$ cat config.mk
export PLATFORM = sky130hd
export DESIGN_NAME = adc_dac_beat_packer_flat
export DESIGN_NICKNAME = d
export VERILOG_FILES = /design/src/rtl/adc_dac_beat_packer_if.sv /design/src/rtl/adc_dac_beat_packer.sv /design/src/flat_wrapper.sv
export SDC_FILE = /design/constraint.sdc
export NUM_CORES = 1
export LEC_CHECK = 0
export CAP_MARGIN = 5
export CORE_MARGIN = 5
export CORE_UTILIZATION = 30
export CTS_CLUSTER_DIAMETER = 80
export CTS_CLUSTER_SIZE = 28
export DETAILED_ROUTE_END_ITERATION = 10
export GPL_TIMING_DRIVEN = 0
export PLACE_DENSITY = 0.52
export SLEW_MARGIN = 10
export SYNTH_ARGS = -nofsm -noshare
export SYNTH_HDL_FRONTEND = slang
export SYNTH_SLANG_ARGS = --single-unit
export TNS_END_PERCENT = 10
$ cat constraint.sdc
create_clock -name aclk -period 3.4 [get_ports aclk]
set_input_delay 0.85 -clock aclk [delete_from_list [all_inputs] [get_ports aclk]]
set_output_delay 0.85 -clock aclk [all_outputs]
set_load 0.01 [all_outputs]
$ cat src/rtl/adc_dac_beat_packer_if.sv
// adc_dac_beat_packer_if
//   Groups the input and output AXI4-Stream signals of adc_dac_beat_packer.
//   s_axis_* : NCH lock-step ADC beats, channel c at [c*IN_WIDTH +: IN_WIDTH].
//   m_axis_* : NCH packed DAC beats, lane c at [c*IN_WIDTH*RATIO +: IN_WIDTH*RATIO].
//   slave  modport : the packer's view (consumes s_axis, produces m_axis).
//   master modport : the environment's view (produces s_axis, consumes m_axis).
interface adc_dac_beat_packer_if #(
   parameter int unsigned NCH      = 2,
   parameter int unsigned IN_WIDTH = 128,
   parameter int unsigned RATIO    = 2
);
   logic [NCH*IN_WIDTH-1:0]       s_axis_tdata;
   logic                          s_axis_tvalid;
   logic                          s_axis_tready;
   logic [NCH*IN_WIDTH*RATIO-1:0] m_axis_tdata;
   logic                          m_axis_tvalid;
   logic                          m_axis_tready;

   modport slave (
      input  s_axis_tdata, s_axis_tvalid, m_axis_tready,
      output s_axis_tready, m_axis_tdata, m_axis_tvalid
   );

   modport master (
      output s_axis_tdata, s_axis_tvalid, m_axis_tready,
      input  s_axis_tready, m_axis_tdata, m_axis_tvalid
   );
endinterface

$ cat src/rtl/adc_dac_beat_packer.sv
// adc_dac_beat_packer
//   Packs RATIO consecutive lock-step ADC beats of NCH channels into one wide beat
//   per channel. The packing phase is either free-running from reset or locked to
//   SYSREF rising edges; stalls and phase slips are reported.
// Ports:
//   aclk, aresetn  : stream clock, asynchronous active-low reset
//   sysref         : SYSREF level already registered into aclk
//   align_en       : allow SYSREF edges to (re)set the packing phase
//   axis           : s_axis/m_axis stream bundle (slave modport)
//   aligned        : packing phase is valid
//   overflow       : sticky, input valid seen while not ready
//   overflow_clr   : single-cycle clear of overflow (a same-cycle set wins)
//   realign_count  : SYSREF edges seen at a non-zero phase, saturating at 255
module adc_dac_beat_packer #(
   parameter int unsigned NCH          = 2,
   parameter int unsigned IN_WIDTH     = 128,
   parameter int unsigned RATIO        = 2,
   parameter bit          ALIGN_SYSREF = 1'b1
) (
   input  logic                  aclk,
   input  logic                  aresetn,
   input  logic                  sysref,
   input  logic                  align_en,
   adc_dac_beat_packer_if.slave  axis,
   output logic                  aligned,
   output logic                  overflow,
   input  logic                  overflow_clr,
   output logic [7:0]            realign_count
);

   localparam int unsigned LaneW  = IN_WIDTH * RATIO;
   localparam int unsigned OutW   = NCH * LaneW;
   localparam int unsigned PhaseW = (RATIO > 1) ? $clog2(RATIO) : 1;
   localparam logic [PhaseW-1:0] LastPhase = PhaseW'(RATIO - 1);

   logic [PhaseW-1:0] phase_q, phase_d;
   logic [OutW-1:0]   asm_q, asm_d;
   logic [OutW-1:0]   out_q, out_d;
   logic              valid_q, valid_d;
   logic              aligned_q, aligned_d;
   logic              overflow_q, overflow_d;
   logic [7:0]        realign_q, realign_d;
   logic              sysref_q;

   logic              s_ready;
   logic              sysref_edge;
   logic              align_ev;
   logic              accept;
   logic              take;
   logic              complete;
   logic [PhaseW-1:0] wr_phase;

   always_comb begin
      sysref_edge = sysref & ~sysref_q;
      align_ev    = ALIGN_SYSREF && sysref_edge && align_en;

      // Only a completing beat can be blocked, and only by an unconsumed output.
      // While unaligned the beats are swallowed, so ready stays high.
      s_ready  = ~aligned_q | ~((phase_q == LastPhase) & valid_q & ~axis.m_axis_tready);
      accept   = axis.s_axis_tvalid & s_ready;
      take     = accept & (aligned_q | align_ev);
      // An alignment edge makes the same-cycle beat beat 0 of a fresh group;
      // at phase 0 this is identical to normal operation.
      wr_phase = align_ev ? '0 : phase_q;
      complete = take & (wr_phase == LastPhase);

      phase_d    = phase_q;
      asm_d      = asm_q;
      out_d      = out_q;
      valid_d    = valid_q;
      aligned_d  = aligned_q;
      overflow_d = overflow_q;
      realign_d  = realign_q;

      if (take) begin
         for (int c = 0; c < int'(NCH); c++) begin
            for (int p = 0; p < int'(RATIO); p++) begin
               if (wr_phase == PhaseW'(p)) begin
                  asm_d[c*LaneW + p*IN_WIDTH +: IN_WIDTH] =
                     axis.s_axis_tdata[c*IN_WIDTH +: IN_WIDTH];
               end
            end
         end
         phase_d = complete ? '0 : wr_phase + 1'b1;
      end else if (align_ev) begin
         phase_d = '0;
      end

      // Load straight from the merged assembly value so the group is out one
      // cycle after its last beat.
      if (complete) begin
         out_d   = asm_d;
         valid_d = 1'b1;
      end else if (valid_q & axis.m_axis_tready) begin
         valid_d = 1'b0;
      end

      if (axis.s_axis_tvalid & ~s_ready) begin
         overflow_d = 1'b1;
      end else if (overflow_clr) begin
         overflow_d = 1'b0;
      end

      if (align_ev) begin
         aligned_d = 1'b1;
         if (aligned_q && (phase_q != '0) && (realign_q != 8'hFF)) begin
            realign_d = realign_q + 8'd1;
         end
      end
   end

   always_ff @(posedge aclk or negedge aresetn) begin
      if (!aresetn) begin
         phase_q    <= '0;
         asm_q      <= '0;
         out_q      <= '0;
         valid_q    <= 1'b0;
         aligned_q  <= ~ALIGN_SYSREF;
         overflow_q <= 1'b0;
         realign_q  <= 8'd0;
         // High at reset so a sysref already high at release is not an edge.
         sysref_q   <= 1'b1;
      end else begin
         phase_q    <= phase_d;
         asm_q      <= asm_d;
         out_q      <= out_d;
         valid_q    <= valid_d;
         aligned_q  <= aligned_d;
         overflow_q <= overflow_d;
         realign_q  <= realign_d;
         sysref_q   <= sysref;
      end
   end

   assign axis.s_axis_tready = s_ready;
   assign axis.m_axis_tdata  = out_q;
   assign axis.m_axis_tvalid = valid_q;
   assign aligned            = aligned_q;
   assign overflow           = overflow_q;
   assign realign_count      = realign_q;

endmodule

$ cat src/flat_wrapper.sv
// flat-port wrapper written by rule: the top's interface ports become plain ports
module adc_dac_beat_packer_flat 
#(
   parameter int unsigned NCH          = 2,
   parameter int unsigned IN_WIDTH     = 128,
   parameter int unsigned RATIO        = 2,
   parameter bit          ALIGN_SYSREF = 1'b1
)
  (aclk, aresetn, sysref, align_en, aligned, overflow, overflow_clr, realign_count, axis_s_axis_tdata, axis_s_axis_tvalid, axis_m_axis_tready, axis_s_axis_tready, axis_m_axis_tdata, axis_m_axis_tvalid);
  adc_dac_beat_packer_if #(.NCH(NCH), .IN_WIDTH(IN_WIDTH), .RATIO(RATIO)) axis_i ();
  input  logic aclk;
  input  logic aresetn;
  input  logic sysref;
  input  logic align_en;
  output logic aligned;
  output logic overflow;
  input  logic overflow_clr;
  output logic [7:0] realign_count;
  input wire logic [$bits(axis_i.s_axis_tdata)-1:0] axis_s_axis_tdata;
  input wire logic [$bits(axis_i.s_axis_tvalid)-1:0] axis_s_axis_tvalid;
  input wire logic [$bits(axis_i.m_axis_tready)-1:0] axis_m_axis_tready;
  output wire logic [$bits(axis_i.s_axis_tready)-1:0] axis_s_axis_tready;
  output wire logic [$bits(axis_i.m_axis_tdata)-1:0] axis_m_axis_tdata;
  output wire logic [$bits(axis_i.m_axis_tvalid)-1:0] axis_m_axis_tvalid;
  assign axis_i.s_axis_tdata = axis_s_axis_tdata;
  assign axis_i.s_axis_tvalid = axis_s_axis_tvalid;
  assign axis_i.m_axis_tready = axis_m_axis_tready;
  assign axis_s_axis_tready = axis_i.s_axis_tready;
  assign axis_m_axis_tdata = axis_i.m_axis_tdata;
  assign axis_m_axis_tvalid = axis_i.m_axis_tvalid;
  adc_dac_beat_packer #(.NCH(NCH), .IN_WIDTH(IN_WIDTH), .RATIO(RATIO), .ALIGN_SYSREF(ALIGN_SYSREF)) u_core (.aclk(aclk), .aresetn(aresetn), .sysref(sysref), .align_en(align_en), .axis(axis_i), .aligned(aligned), .overflow(overflow), .overflow_clr(overflow_clr), .realign_count(realign_count));
endmodule
-- Word-level counts from Yosys, hierarchy flattened
Index checks and enable logic that the tools add are counted.
- equal/unequal tests: 1
- reductions and logical operators: 6
- add/subtract/negate cells: 2
- bitwise operators: 15
- multiplexer cells: 12
- operators by type and width (kind ; number):
    2-to-1 mux 128 bit ; 4
    2-to-1 mux 512 bit ; 1
    adder 8 x 1 -> 8 bit, second input constant ; 1
    bitwise AND 1 bit ; 8
    inequality test 8 bit, second input constant ; 1
    2-to-1 mux 1 bit ; 7
    NOT 1 bit ; 5
    nonzero test 2 bit ; 2
    logical AND 1 bit ; 3
    bitwise OR 1 bit ; 2
    AND reduction 2 bit ; 1
    adder 1 bit, second input constant ; 1
- register bits after elaboration: 1037
- input port bits: 263
- output and inout bits: 524
- logic and storage cells: 44

-- Logic depth before layout (Yosys ltp)
- word-level depth: 9
- gate-level depth with buffers: 10
- depth with buffers taken out: 6

-- Least setup slack after synthesis
OpenSTA, ideal clock, no wires.
- kind: input-to-reg
- from: input axis_m_axis_tready
- to: register u_core.out_q[439], in the netlist u_core.axis.m_axis_tdata[439]
- stages on the path: 8
- arrival time: 2.624 ns
- path slack: 0.651 ns
- data required time: 3.275 ns
- setup time: 0.125 ns
- path buffers: 3
- cell sequence: nand2b_1 > or2_2 > and3_1 > ha_1 > clkbuf_1 > clkbuf_1 > buf_1 > mux2_4
- cells in the longest elaborated chain, start to end: 7
- elaborated cells between the ends (all ways): 8
- classes of those cells: mux: 1; bitwise: 7
- RTL lines (element ; line ; source):
    start, declared ; flat_wrapper.sv:21 ; input wire logic [$bits(axis_i.m_axis_tready)-1:0] axis_m_axis_tready;
    NOT 1 bit ; adc_dac_beat_packer.sv:59 ; s_ready = ~aligned_q | ~((phase_q == LastPhase) & valid_q & ~axis.m_axis_tready);
    bitwise AND 1 bit ; adc_dac_beat_packer.sv:59 ;
    NOT 1 bit ; adc_dac_beat_packer.sv:59 ;
    bitwise OR 1 bit ; adc_dac_beat_packer.sv:59 ;
    net axis_s_axis_tready ; flat_wrapper.sv:22 ; output wire logic [$bits(axis_i.s_axis_tready)-1:0] axis_s_axis_tready;
    bitwise AND 1 bit ; adc_dac_beat_packer.sv:60 ; accept = axis.s_axis_tvalid & s_ready;
    bitwise AND 1 bit ; adc_dac_beat_packer.sv:61 ; take = accept & (aligned_q | align_ev);
    bitwise AND 1 bit ; adc_dac_beat_packer.sv:65 ; complete = take & (wr_phase == LastPhase);
    net u_core.complete ; adc_dac_beat_packer.sv:50 ; logic complete;
    end signal, assigned ; adc_dac_beat_packer.sv:126 ; out_q <= out_d;
    end, declared ; adc_dac_beat_packer.sv:38 ; logic [OutW-1:0] out_q, out_d;
The timed path passes the listed nets, and every way through them passes these cells.
A chain may end at the register's enable or synchronous reset.

-- Final worst setup path
- from: input sysref
- to: register u_core.out_q[249], in the netlist u_core.axis.m_axis_tdata[249]
- cells in the longest elaborated chain, start to end: 5
- elaborated cells between the ends (all ways): 8
- classes of those cells: mux: 3; bitwise: 4; reduce/logical: 1
- RTL lines (element ; line ; source):
    start, declared ; flat_wrapper.sv:13 ; input logic sysref;
    bitwise AND 1 bit * ; adc_dac_beat_packer.sv:54 ; sysref_edge = sysref & ~sysref_q;
    logical AND 1 bit * ; adc_dac_beat_packer.sv:55 ; align_ev = ALIGN_SYSREF && sysref_edge && align_en;
    bitwise OR 1 bit ; adc_dac_beat_packer.sv:61 ;
    bitwise AND 1 bit ; adc_dac_beat_packer.sv:61 ;
    bitwise AND 1 bit * ; adc_dac_beat_packer.sv:65 ;
    net u_core.complete ; adc_dac_beat_packer.sv:50 ;
Mark *: on every way through the listed nets, which the timed path passes. The rest lies on a longest branch.

==> results.yml <==
power_and_ir_drop:
  p_per_area_nw_per_um2: 1010
  leakagePower_nw: 24.4
  ir_drop_uv: 514
  sw_frac_of_total_pct: 34.7
  intPower_w: 0.0348
  p_switching_w: 0.0185
  seqPwrFrac_pct: 39.7
  p_clk_share_pct: 16.4
  combPwrFrac_pct: 43.9
logic_synthesis:
  synth_xor_area_share_pct: 0.153
  synth.distinct_cells: 34
  synth_top_family_by_area: "multiplexers"
  synth_common_cells: "dfrtp_1, nand2_1, mux2_4"
  ys_async_sr_fraction_pct: 100
  synth_edf_count: 0
  synthCells: 3041
  synthMuxAreaShare_pct: 18.5
  synth_fp_nets: 3306
  synth_top_area_cell: "dfrtp_1"
  synth-adder-area-share_pct: 0.0623
  synth_ff_type: "dfrtp_1"
  synth.area.top_cells: "dfrtp_1, mux2_4, nand2_1"
  yosys.area_share.simple_pct: 9.95
  synth-seq-area-share_pct: 64.6
  yosysMostFrequentCell: "dfrtp_1"
  yosys_warnings: 0
  synth_top_area_share_pct: 64.5
  ys_seq_elements: 1037
  postSynthAreaPerCell_um2: 13.2
  synth_area_um2: 40200
  synth_compound_area_share_pct: 4.07
timing:
  worst_pin_slew_ps: 1130
  finClkSkew_ps: 29.9
  hold_viol_final: 0
  rsz0062_at_grt: "yes"
  setup_violations: 0
  whs_ps: 53.7
  slew_violations: 0
  period_needed_ps: 3390
  tns_ps: 0
  finalCritPeriodShare_pct: 99.8
  relSlewSlack_pct: 24.3
  max_freq_ghz: 0.295
  worst_slack_ps: 5.54
cts:
  cts_made_buffers: 58
  cts-root-buf: "clkbuf_16"
  clock_latency_ps: 670
  cts.clk_slew.worst_paths_ps: 110
  clk_path_buf_depth: 3
  tritoncts: "yes"
  clock-sinks: 1037
  htreeDepth: 2
drt:
  routedWlPerCell_um: 23.0
  drt-met1-wl_mm: 56.1
  via_count: 26100
  route.met3.wl_mm: 9.25
  top_layer: "met5"
  wl_met2_mm: 62.3
  routed_wl_mm: 132
  drtIter0Drc: 1489
  antenna_left: 0
  firstDrtPassIters: 5
  via_per_inst: 4.55
  route.detailed.drc: 0
worst_setup_path:
  slowest_stage: "clkbuf_1"
  cpPeakStageDelay_ps: 810
  required_ps: 3950
  worstPathMaxFanout: 10
  r2r_slack_ps: 280
  cp-end-kind: "flop"
  critPathArrivalTime_ps: 3940
  crit_top_cell: "clkbuf_1"
  cp_top_family: "buffers and inverters"
  path_class: "primary input to flop"
  critical_path.reg2reg.startpoint: "u_core.sysref_q"
  path_buf_inv: 4
  crit_path_start_kind: "primary input"
  worstPathCellList: "clkdlybuf4s50_1 -> nand3b_1 -> nand2b_1 -> and3_1 -> ha_1 -> clkbuf_1 -> clkbuf_2 -> clkbuf_1 -> mux2_4"
  critPathLaunch: "sysref"
run_status:
  outcome: "complete, no violations"
die:
  fp.dieH_um: 376
  placementRows: 134
  die_area_um2: 141000
  core_um2: 133000
  initial_core_util_pct: 30.2
  io_pins: 787
  die_w_um: 376
global_route:
  grt-ovfl-total: 0
  grt_use_total_pct: 18.0
  antenna_found_initial: 38
  first_global_vias: 26800
  grt_pass1_wl_mm: 190
  grt_max_degree: 158
min_path:
  hp-class: "primary input to asynchronous set/reset pin"
finish:
  area_growth_pct: 31.3
  drive_above_1_share_pct: 18.6
  design_area_um2: 52800
  nets: 4160
  finish.utilization_pct: 39.6
placement:
  place.gp.congestion: 0.793
  dpl_worst_slack_ps: -1410
  hpwlAfterDp_mm: 96.8
  place_area_um2: 50500
  port_buffers: 786
job:
  drv_cap: 0
registers in the layout, summed over array words and instances (netlist names):
signal                     count
u_core.axis.m_axis_tdata     512
u_core.overflow                1
u_core.aligned                 1
u_core.sysref_q                1
u_core.phase_q                 1
u_core.axis.m_axis_tvalid      1
u_core.realign_count           8
u_core.asm_q                 512
per-stage QoR:
stage,power (W),std cells
floorplan,0.0332,3041
global placement,0.0451,5595
detailed placement,0.0450,5603
CTS,0.0541,5708
global route,0.0564,5727
finish,0.0533,5733
routing by layer:
metal  up-vias  global-route usage [%]
met1     13300                    23.0
li1      12000                       -
met4        18                    6.25
met5         -                       0
met3       162                    5.45
met2       616                    29.0
cell families (layout without fill, tap and decap cells):
family                   after synthesis  count (layout)
multiplexers                         513             513
AO/OA/AOI/OAI                        261             261
other                                  0              25
flip-flops                          1037            1037
buffers and inverters                173            1072
XOR/XNOR                               7               7
AND/OR/NAND/NOR                     1048            1048
adder cells (fa/ha/maj)                2               2
layout make-up:
class	instances	area [um^2]
plain buffers	171	1140
inverters	2	7.51
multi-input cells	1831	13200
clock inverters	43	646
fillers	12800	80500
repair buffers	794	8090
clock buffers	62	1520
well taps	1768	2210
flip-flops and latches	1037	26000
diodes	25	62.6
worst paths after layout:
kind | endpoint | cells after the start
min in group aclk | u_core.asm_q[9] | 2
worst min register to register | u_core.asm_q[9] | 2
worst max register to register | u_core.axis.m_axis_tdata[249] | 8
worst max-delay path | u_core.axis.m_axis_tdata[249] | 9
max in group asynchronous | u_core.axis.m_axis_tdata[276] | 4
worst min-delay path | u_core.asm_q[500] | 1
cells in the final DEF (no fill, tap or decap), drive strengths merged, types with 24 or more instances in the layout:
| cell | Yosys | routed |
|---|---|---|
| a31oi | 256 | 256 |
| buf | 71 | 79 |
| clkbuf | 100 | 163 |
| clkdlybuf4s50 | 0 | 785 |
| dfrtp | 1036 | 1036 |
| diode | 0 | 25 |
| inv | 2 | 24 |
| mux2 | 513 | 513 |
| nand2 | 772 | 772 |
| nor2 | 258 | 258 |
timing repair:
action | CTS | global route
endpoints found under the setup margin | 355 | 278
buffers inserted | 0 | 0
hold endpoints to repair | 0 | 0
hold buffers | 0 | 0
gates resized for setup | 18 | 47
power by group through the flow:
| stage | Sequential (W) | Combinational, W | Clock [W] |
|---|---|---|---|
| after CTS | 0.0212 | 0.0238 | 0.00909 |
| after global routing | 0.0218 | 0.0251 | 0.00951 |
| after floorplan | 0.0224 | 0.0108 | 0 |
| final | 0.0212 | 0.0234 | 0.00875 |
| after global placement | 0.0217 | 0.0234 | 0 |
| after detailed placement | 0.0214 | 0.0236 | 0 |
Note: power is estimated with default switching activity, not from simulation.
